[src/rtl/memwb_pkg.sv]
// Shared types and default sizing for the MEM/WB stage.
// Optional forwarding outputs are enabled in memwb_stage by defining MEMWB_FWD_EN.
package memwb_pkg;

  typedef enum logic {
    ST_IDLE   = 1'b0,
    ST_ACCESS = 1'b1
  } memwb_state_t;

  localparam int DATA_W_DEF         = 32;
  localparam int REG_W_DEF          = 5;
  localparam int TIMEOUT_CYCLES_DEF = 255;
  localparam int TIMEOUT_CNT_W      = 16;

  function automatic logic is_aligned(input logic [1:0] addr_lsb);
    return addr_lsb == 2'b00;
  endfunction

endpackage

[src/rtl/mem_timeout_cnt.sv]
// Wait-cycle counter for a data-memory access; expired flags the cycle whose
// missing ack would make the count reach LIMIT.
module mem_timeout_cnt #(
  parameter int CNT_W = 16,
  parameter int LIMIT = 255
) (
  input  logic clk,
  input  logic rst_n,
  input  logic clear,
  input  logic enable,
  output logic expired
);

  logic [CNT_W-1:0] count;

  // Looking one step ahead lets the abort land on the same edge the count hits LIMIT.
  assign expired = enable && (count == CNT_W'(LIMIT - 1));

  always_ff @(posedge clk or negedge rst_n) begin
    if (!rst_n) begin
      count <= '0;
    end else if (clear) begin
      count <= '0;
    end else if (enable) begin
      count <= count + CNT_W'(1);
    end
  end

endmodule

[src/rtl/memwb_stage.sv]
// MEM/WB pipeline stage: issues data-memory accesses, stalls while waiting,
// and produces register-file writeback. Define MEMWB_FWD_EN for forwarding outputs.
module memwb_stage
  import memwb_pkg::*;
#(
  parameter int DATA_W         = DATA_W_DEF,
  parameter int REG_W          = REG_W_DEF,
  parameter int TIMEOUT_CYCLES = TIMEOUT_CYCLES_DEF
) (
  input  logic              clk,
  input  logic              rst_n,
  input  logic              MEMvalid,
  input  logic [DATA_W-1:0] MEMaluOut,
  input  logic [DATA_W-1:0] MEMwritedata,
  input  logic [REG_W-1:0]  MEMwriteReg,
  input  logic              MEMregWrite,
  input  logic              MEMmemtoReg,
  input  logic              MEMmemWrite,
  output logic              dmem_req,
  output logic              dmem_we,
  output logic [DATA_W-1:0] dmem_addr,
  output logic [DATA_W-1:0] dmem_wdata,
  input  logic              dmem_ack,
  input  logic [DATA_W-1:0] dmem_rdata,
  output logic              stall,
  output logic              WBregWrite,
  output logic [REG_W-1:0]  WBwriteReg,
  output logic [DATA_W-1:0] WBwriteData,
  output logic              memErr
`ifdef MEMWB_FWD_EN
  ,
  output logic              FWDvalid,
  output logic [REG_W-1:0]  FWDreg,
  output logic [DATA_W-1:0] FWDdata
`endif
);

  memwb_state_t      state;
  logic [DATA_W-1:0] lat_addr;
  logic [DATA_W-1:0] lat_wdata;
  logic [REG_W-1:0]  lat_reg;
  logic              lat_we;
  logic              lat_load;
  logic              lat_regwrite;

  logic mem_op;
  logic alu_op;
  logic aligned;
  logic in_idle;
  logic in_access;
  logic expired;

  assign mem_op    = MEMvalid && (MEMmemtoReg || MEMmemWrite);
  assign alu_op    = MEMvalid && !MEMmemtoReg && !MEMmemWrite;
  assign aligned   = is_aligned(MEMaluOut[1:0]);
  assign in_idle   = (state == ST_IDLE);
  assign in_access = (state == ST_ACCESS);

  mem_timeout_cnt #(
    .CNT_W (TIMEOUT_CNT_W),
    .LIMIT (TIMEOUT_CYCLES)
  ) u_timeout (
    .clk     (clk),
    .rst_n   (rst_n),
    .clear   (in_idle),
    .enable  (in_access && !dmem_ack),
    .expired (expired)
  );

  assign dmem_req   = in_access;
  assign dmem_we    = in_access && lat_we;
  assign dmem_addr  = lat_addr;
  assign dmem_wdata = lat_wdata;

  // Gated by rst_n so the stage never holds the pipeline while in reset.
  assign stall = rst_n &&
                 ((in_idle && mem_op && aligned) || (in_access && !dmem_ack));

  always_ff @(posedge clk or negedge rst_n) begin
    if (!rst_n) begin
      state        <= ST_IDLE;
      lat_addr     <= '0;
      lat_wdata    <= '0;
      lat_reg      <= '0;
      lat_we       <= 1'b0;
      lat_load     <= 1'b0;
      lat_regwrite <= 1'b0;
      WBregWrite   <= 1'b0;
      WBwriteReg   <= '0;
      WBwriteData  <= '0;
      memErr       <= 1'b0;
    end else begin
      case (state)
        ST_IDLE: begin
          if (mem_op && aligned) begin
            state        <= ST_ACCESS;
            lat_addr     <= MEMaluOut;
            lat_wdata    <= MEMwritedata;
            lat_reg      <= MEMwriteReg;
            lat_we       <= MEMmemWrite;
            lat_load     <= MEMmemtoReg && !MEMmemWrite;
            lat_regwrite <= MEMregWrite;
            WBregWrite   <= 1'b0;
          end else if (mem_op) begin
            WBregWrite <= 1'b0;
            memErr     <= 1'b1;
          end else if (alu_op) begin
            WBwriteData <= MEMaluOut;
            WBwriteReg  <= MEMwriteReg;
            WBregWrite  <= MEMregWrite && (MEMwriteReg != '0);
          end else begin
            WBregWrite <= 1'b0;
          end
        end
        ST_ACCESS: begin
          if (dmem_ack) begin
            state <= ST_IDLE;
            if (lat_load) begin
              WBwriteData <= dmem_rdata;
              WBwriteReg  <= lat_reg;
              WBregWrite  <= lat_regwrite && (lat_reg != '0);
            end else begin
              WBregWrite <= 1'b0;
            end
          end else if (expired) begin
            state      <= ST_IDLE;
            WBregWrite <= 1'b0;
            memErr     <= 1'b1;
          end else begin
            WBregWrite <= 1'b0;
          end
        end
        default: begin
          state      <= ST_IDLE;
          WBregWrite <= 1'b0;
        end
      endcase
    end
  end

`ifdef MEMWB_FWD_EN
  // An ALU result still in the MEM slot is newer than the registered writeback.
  always_comb begin
    FWDvalid = WBregWrite;
    FWDreg   = WBwriteReg;
    FWDdata  = WBwriteData;
    if (in_idle && alu_op) begin
      FWDvalid = MEMregWrite && (MEMwriteReg != '0);
      FWDreg   = MEMwriteReg;
      FWDdata  = MEMaluOut;
    end
  end
`endif

endmodule

[config.mk]
export PLATFORM = sky130hd
export DESIGN_NAME = memwb_stage
export DESIGN_NICKNAME = d
export VERILOG_FILES = /design/src/rtl/memwb_pkg.sv /design/src/rtl/mem_timeout_cnt.sv /design/src/rtl/memwb_stage.sv
export SDC_FILE = /design/constraint.sdc
export NUM_CORES = 1
export LEC_CHECK = 0
export ABC_AREA = 1
export CORE_MARGIN = 2
export CORE_UTILIZATION = 39
export DETAILED_ROUTE_END_ITERATION = 10
export PLACE_DENSITY = 0.74
export SLEW_MARGIN = 15
export SYNTH_ARGS = -nofsm -noshare
export SYNTH_HDL_FRONTEND = slang
export SYNTH_SLANG_ARGS = --single-unit
export TNS_END_PERCENT = 100
[constraint.sdc]
create_clock -name clk -period 1.3 [get_ports clk]
set_clock_uncertainty 0.15 [all_clocks]
set_input_delay 0.26 -clock clk [delete_from_list [all_inputs] [get_ports clk]]
set_output_delay 0.26 -clock clk [all_outputs]
set_load 0.01 [all_outputs]
### Word-level counts from Yosys, hierarchy flattened

Index checks and enable logic that the tools add are counted.

| cells by class | value |
|---|---|
| add/subtract/negate cells | 1 |
| reductions and logical operators | 24 |
| mux-type cells | 29 |
| bitwise operators | 1 |
| equality and inequality tests | 10 |

Operators with widths:

| operator | number |
|---|---|
| $mux 32 | 5 |
| $pmux 32 s2 | 1 |
| $mux 16 | 2 |
| $mux 5 | 5 |
| $add 16x1->16 const B | 1 |
| $eq 16x8->1 const B | 1 |
| $logic_and 1x1->1 | 13 |
| $mux 1 | 12 |
| $ne 2x2->1 const B | 6 |
| $pmux 5 s2 | 1 |
| $reduce_bool 5->1 | 2 |
| $ne 2x1->1 const B | 3 |
| $pmux 1 s2 | 3 |
| $reduce_and 5->1 | 1 |
| $reduce_and 4->1 | 1 |
| $logic_not 1->1 | 3 |
| $logic_not 2->1 | 1 |
| $logic_or 1x1->1 | 2 |
| $reduce_and 2->1 | 1 |
| $not 1->1 | 1 |

| storage, ports and cells | value |
|---|---|
| output and inout bits | 106 |
| input port bits | 108 |
| bits in registers | 128 |
| word-level logic and storage cells | 77 |

### Logic depth before layout (Yosys ltp)

| logic depth | value |
|---|---|
| depth in word-level cells | 7 |
| mapped depth | 9 |
| mapped depth without buffers | 8 |

### Cells and area by module

A second synthesis with hierarchy kept.

| second synthesis, totals | value |
|---|---|
| cells, all modules | 715 |
| area, all modules | 5,804.3 um^2 |

Modules (own cells, without submodules):

| module | seq. area each (um^2) | cells an instance | times used | area each (um^2) |
|---|---|---|---|---|
| memwb_stage | 2,802.7 | 582 | 1 | 4,835.9 |
| mem_timeout_cnt | 400.4 | 133 | 1 | 968.4 |

### Worst setup path after synthesis

Ideal clock, no wire load.

| timing path | value |
|---|---|
| kind | register -> output |
| start point | register state (netlist: dmem_req) |
| end point | output stall |
| cell stages (with the launch flop) | 7 |
| slack | -333 ps |
| data required time | 890 ps |
| data arrival time | 1,223 ps |
| buffers on the path | 2 |
| cell sequence | dfrtp_1 buf_6 inv_4 buf_6 nor2_1 inv_1 a21boi_0 |

| between the ends | value |
|---|---|
| longest elaborated chain between the ends | 5 |
| elaborated cells between the ends (all ways) | 6 |
| those cells by class | bitwise (1); reduce/logical (5) |

Ends and longest elaborated chain:

| what | line | RTL |
|---|---|---|
| start, declared | memwb_stage.sv:38 | `memwb_state_t state;` |
| start signal, assigned | memwb_stage.sv:81 | `state <= ST_IDLE;` |
| start signal, assigned | memwb_stage.sv:96 | `state <= ST_ACCESS;` |
| start signal, assigned | memwb_stage.sv:117 | `state <= ST_IDLE;` |
| $not 1->1 (no source line) | - |  |
| $logic_and 1x1->1 (2 in a row) | memwb_stage.sv:77 | `((in_idle && mem_op && aligned) \|\| (in_access && !dmem_ack));` |
| $logic_or 1x1->1 * | memwb_stage.sv:77 |  |
| $logic_and 1x1->1 * | memwb_stage.sv:76 | `assign stall = rst_n &&` |
| end, declared | memwb_stage.sv:25 | `output logic stall,` |

Mark *: on every way between the ends. The rest lies on a longest branch, timed or not.

### Worst setup path after layout

Same ends and word-level chain as after synthesis.

==> qor.yml <==
die:
  fp.dieW_um: 127
  start_util_pct: 40.2
  die_h_um: 127
  top_level_ports: 214
  dieArea_mm2: 0.0161
  core_mm2: 0.0146
  rows: 44
clocking:
  clk_pin_slew_ns: 0.05
  cts-root-buf: "clkbuf_16"
  htreeDepth: 4
  cts.sinks: 128
  cts_tree: "yes"
  cts_buffers: 17
  clk_latency_ns: 0.41
  cts_buffer_depth: 2
detailed_routing:
  routedWlPerCell_um: 15.8
  wl_met2_um: 9730
  dr.first_iter.drc_count: 288
  via_per_inst: 4.77
  num_vias: 5791
  m1WireLength_um: 7970
  top_layer: "met4"
  antenna_left: 0
  routed_wl_um: 19100
  wl_met3_um: 1180
  drc_errors: 0
  first_pass_iters: 4
placement:
  numPortBuffers: 213
  place.gp.congestion: 0.912
  dp_hpwl_um: 11100
grt:
  antenna_found_initial: 0
  grt_pass1_vias: 5549
  grt_pass1_wl_um: 29000
  overflow: 0
  grt_max_degree: 96
  grtUsageTotal_pct: 23.0
synthesis:
  yosysMostFrequentCell: "nand2_1"
  synth_area_leaders: "dfrtp_1, nand2_1, o21ai_0, inv_1, nor2_1"
  synth_area_mm2: 0.00589
  yosys_warnings: 0
  synthFlopType: "dfrtp_1"
  synthArstFlopShare_pct: 100
  synth_nets: 788
  yosys_register_bits: 128
  yosysSeqAreaShare_pct: 54.4
  synth_edf_count: 0
  yosysTopAreaCell: "dfrtp_1"
  syn_avg_cell_area_um2: 8.69
  synth_cell_types: 34
  yosys-top-cells-count: "nand2_1, dfrtp_1, o21ai_0, inv_1, nor2_1"
  syn_inst: 678
  yosysTopAreaCellShare_pct: 54.4
setup_path:
  crit_top_cell: "buf_6"
  end_kind: "output port"
  slowest_delay_ns: 0.39
  reg2regPathDepth: 11
  critPathKind: "reg -> out"
  worstReg2RegStart: "dmem_req"
  crit_chain: "buf_6 -> inv_8 -> nand4_4 -> a21boi_4 -> buf_6"
  r2r_slack_ns: -0.43
  cp.required_ns: 0.89
  slowest_stage: "dfrtp_1"
  cp.arrival_ns: 1.36
  crit_start: "dmem_req"
  path_buf_inv: 3
  r2r-end: "WBwriteData[14]"
  cpLargestDelayFamily: "flip-flops"
  worstSetupStartpointType: "flip-flop"
  critical_path_peak_fanout: 5
sta:
  fin_ws_ns: -0.470
  setup_tns_ns: -46.08
  rsz0062_at_grt: "true"
  period_minus_slack_ns: 1.77
  slew_headroom_pct: 62.2
  tightest_slew_ns: 0.567
  setup_violations: 233
  hold_viol: 0
  clock.fmax_mhz: 565
  slew_violations: 0
  fin_crit_sh_pct: 136
hold_path:
  hold_depth: 3
  whs_endpoint: "dmem_wdata[17]"
  hp-start: "MEMwritedata[17]"
  min_path_type: "in -> reg"
job:
  drv_cap: 0
finish:
  n_antenna_cell: 0
  fin_util_pct: 70.5
  layout-drive-gt1-share_pct: 38.4
  fin_nets: 1127
  areaGrowthSynthToFinish_pct: 75.3
status:
  violations: "negative setup slack"
  status: "complete, but fails checks"
pwr:
  powerDensity_mw_per_mm2: 1440
  irDropWorstVdd_mv: 0.945
  p_leak_nw: 5.06
[where the power goes]
| group | internal [W] | total [W] | switching (W) |
|---|---|---|---|
| logic | 0.00267 | 0.00472 | 0.00205 |
| registers | 0.00479 | 0.00533 | 0.000541 |
| clock network | 0.00315 | 0.00487 | 0.00172 |
[worst register-to-register path, delay by kind of cell (launching register included)]
kind	cells	cell delay (ns)
AOI/OAI and AO/OA	1	0.03
buffers and inverters	6	0.74
and+or+nand+nor	4	0.32
DFF	1	0.39
[metal layers]
layer	track usage [%]	up-vias
met1	29.0	2769
met3	7.25	19
met4	4.46	0
met2	39.3	180
li1	-	2823
met5	0	-
[metrics by stage]
stage               worst slack [ns]  total power [W]  instances  area (µm²)  hold slack (ns)
finish                        -0.470           0.0149       1213       10300            0.234
global route                  -0.535           0.0157       1213       10300            0.225
CTS                           -0.485           0.0143       1176        9560            0.221
detailed placement             -1.05          0.00935       1104        8590            0.289
global placement               -1.06          0.00927       1104        8590            0.288
floorplan                     -0.142          0.00688        678        6010           -0.186
[how the worst max path moves through the flow]
stage	slack (ns)	end	cells after the start
2_1_floorplan	-0.14	stall	5
3_3_place_gp	-1.06	stall	6
3_5_place_dp	-1.05	stall	6
4_1_cts	-0.48	stall	5
5_1_grt	-0.53	stall	6
6_report	-0.47	stall	5
[cells by family (layout without fill, tap and decap cells)]
kind of cell             Yosys count  count (layout)  share of synthesized area, %
AO/OA/AOI/OAI                    162             162                          15.3
buffers and inverters            130             480                          11.3
flip-flops                       128             128                          54.4
adder cells (fa/ha/maj)            2               2                         0.425
AND/OR/NAND/NOR                  256             257                          18.6
[layout by cell type, fill, tap and decap left out, types with 28 or more instances in the layout]
cell             netlist  routed
dfrtp_1              128     126
nor2_4                 1      28
buf_4                  3     100
a21oi_2               23      31
inv_1                 93      90
nand2_1              150     141
o21ai_1               21      53
o21ai_0               95      58
buf_6                 16      66
buf_2                 11      58
clkdlybuf4s50_1        0     105
nor2_1                64      34
[cell type report]
class	count	area (µm²)
timing repair buffer	354	3420
clock buffer	21	470
clock inverter	10	135
fill	1127	4320
sequential	128	3210
tap	184	230
multi-input combinational	421	2490
inverter	95	369
[timing repair]
item	CTS	global route
endpoints found under the setup margin	231	234
hold endpoints to repair	128	0
buffers inserted	29	36
resized for setup	507	116
pin swaps	5	22
hold buffers	1	0
gates cloned	12	5
No activity file was read; power rests on OpenSTA's default activity.
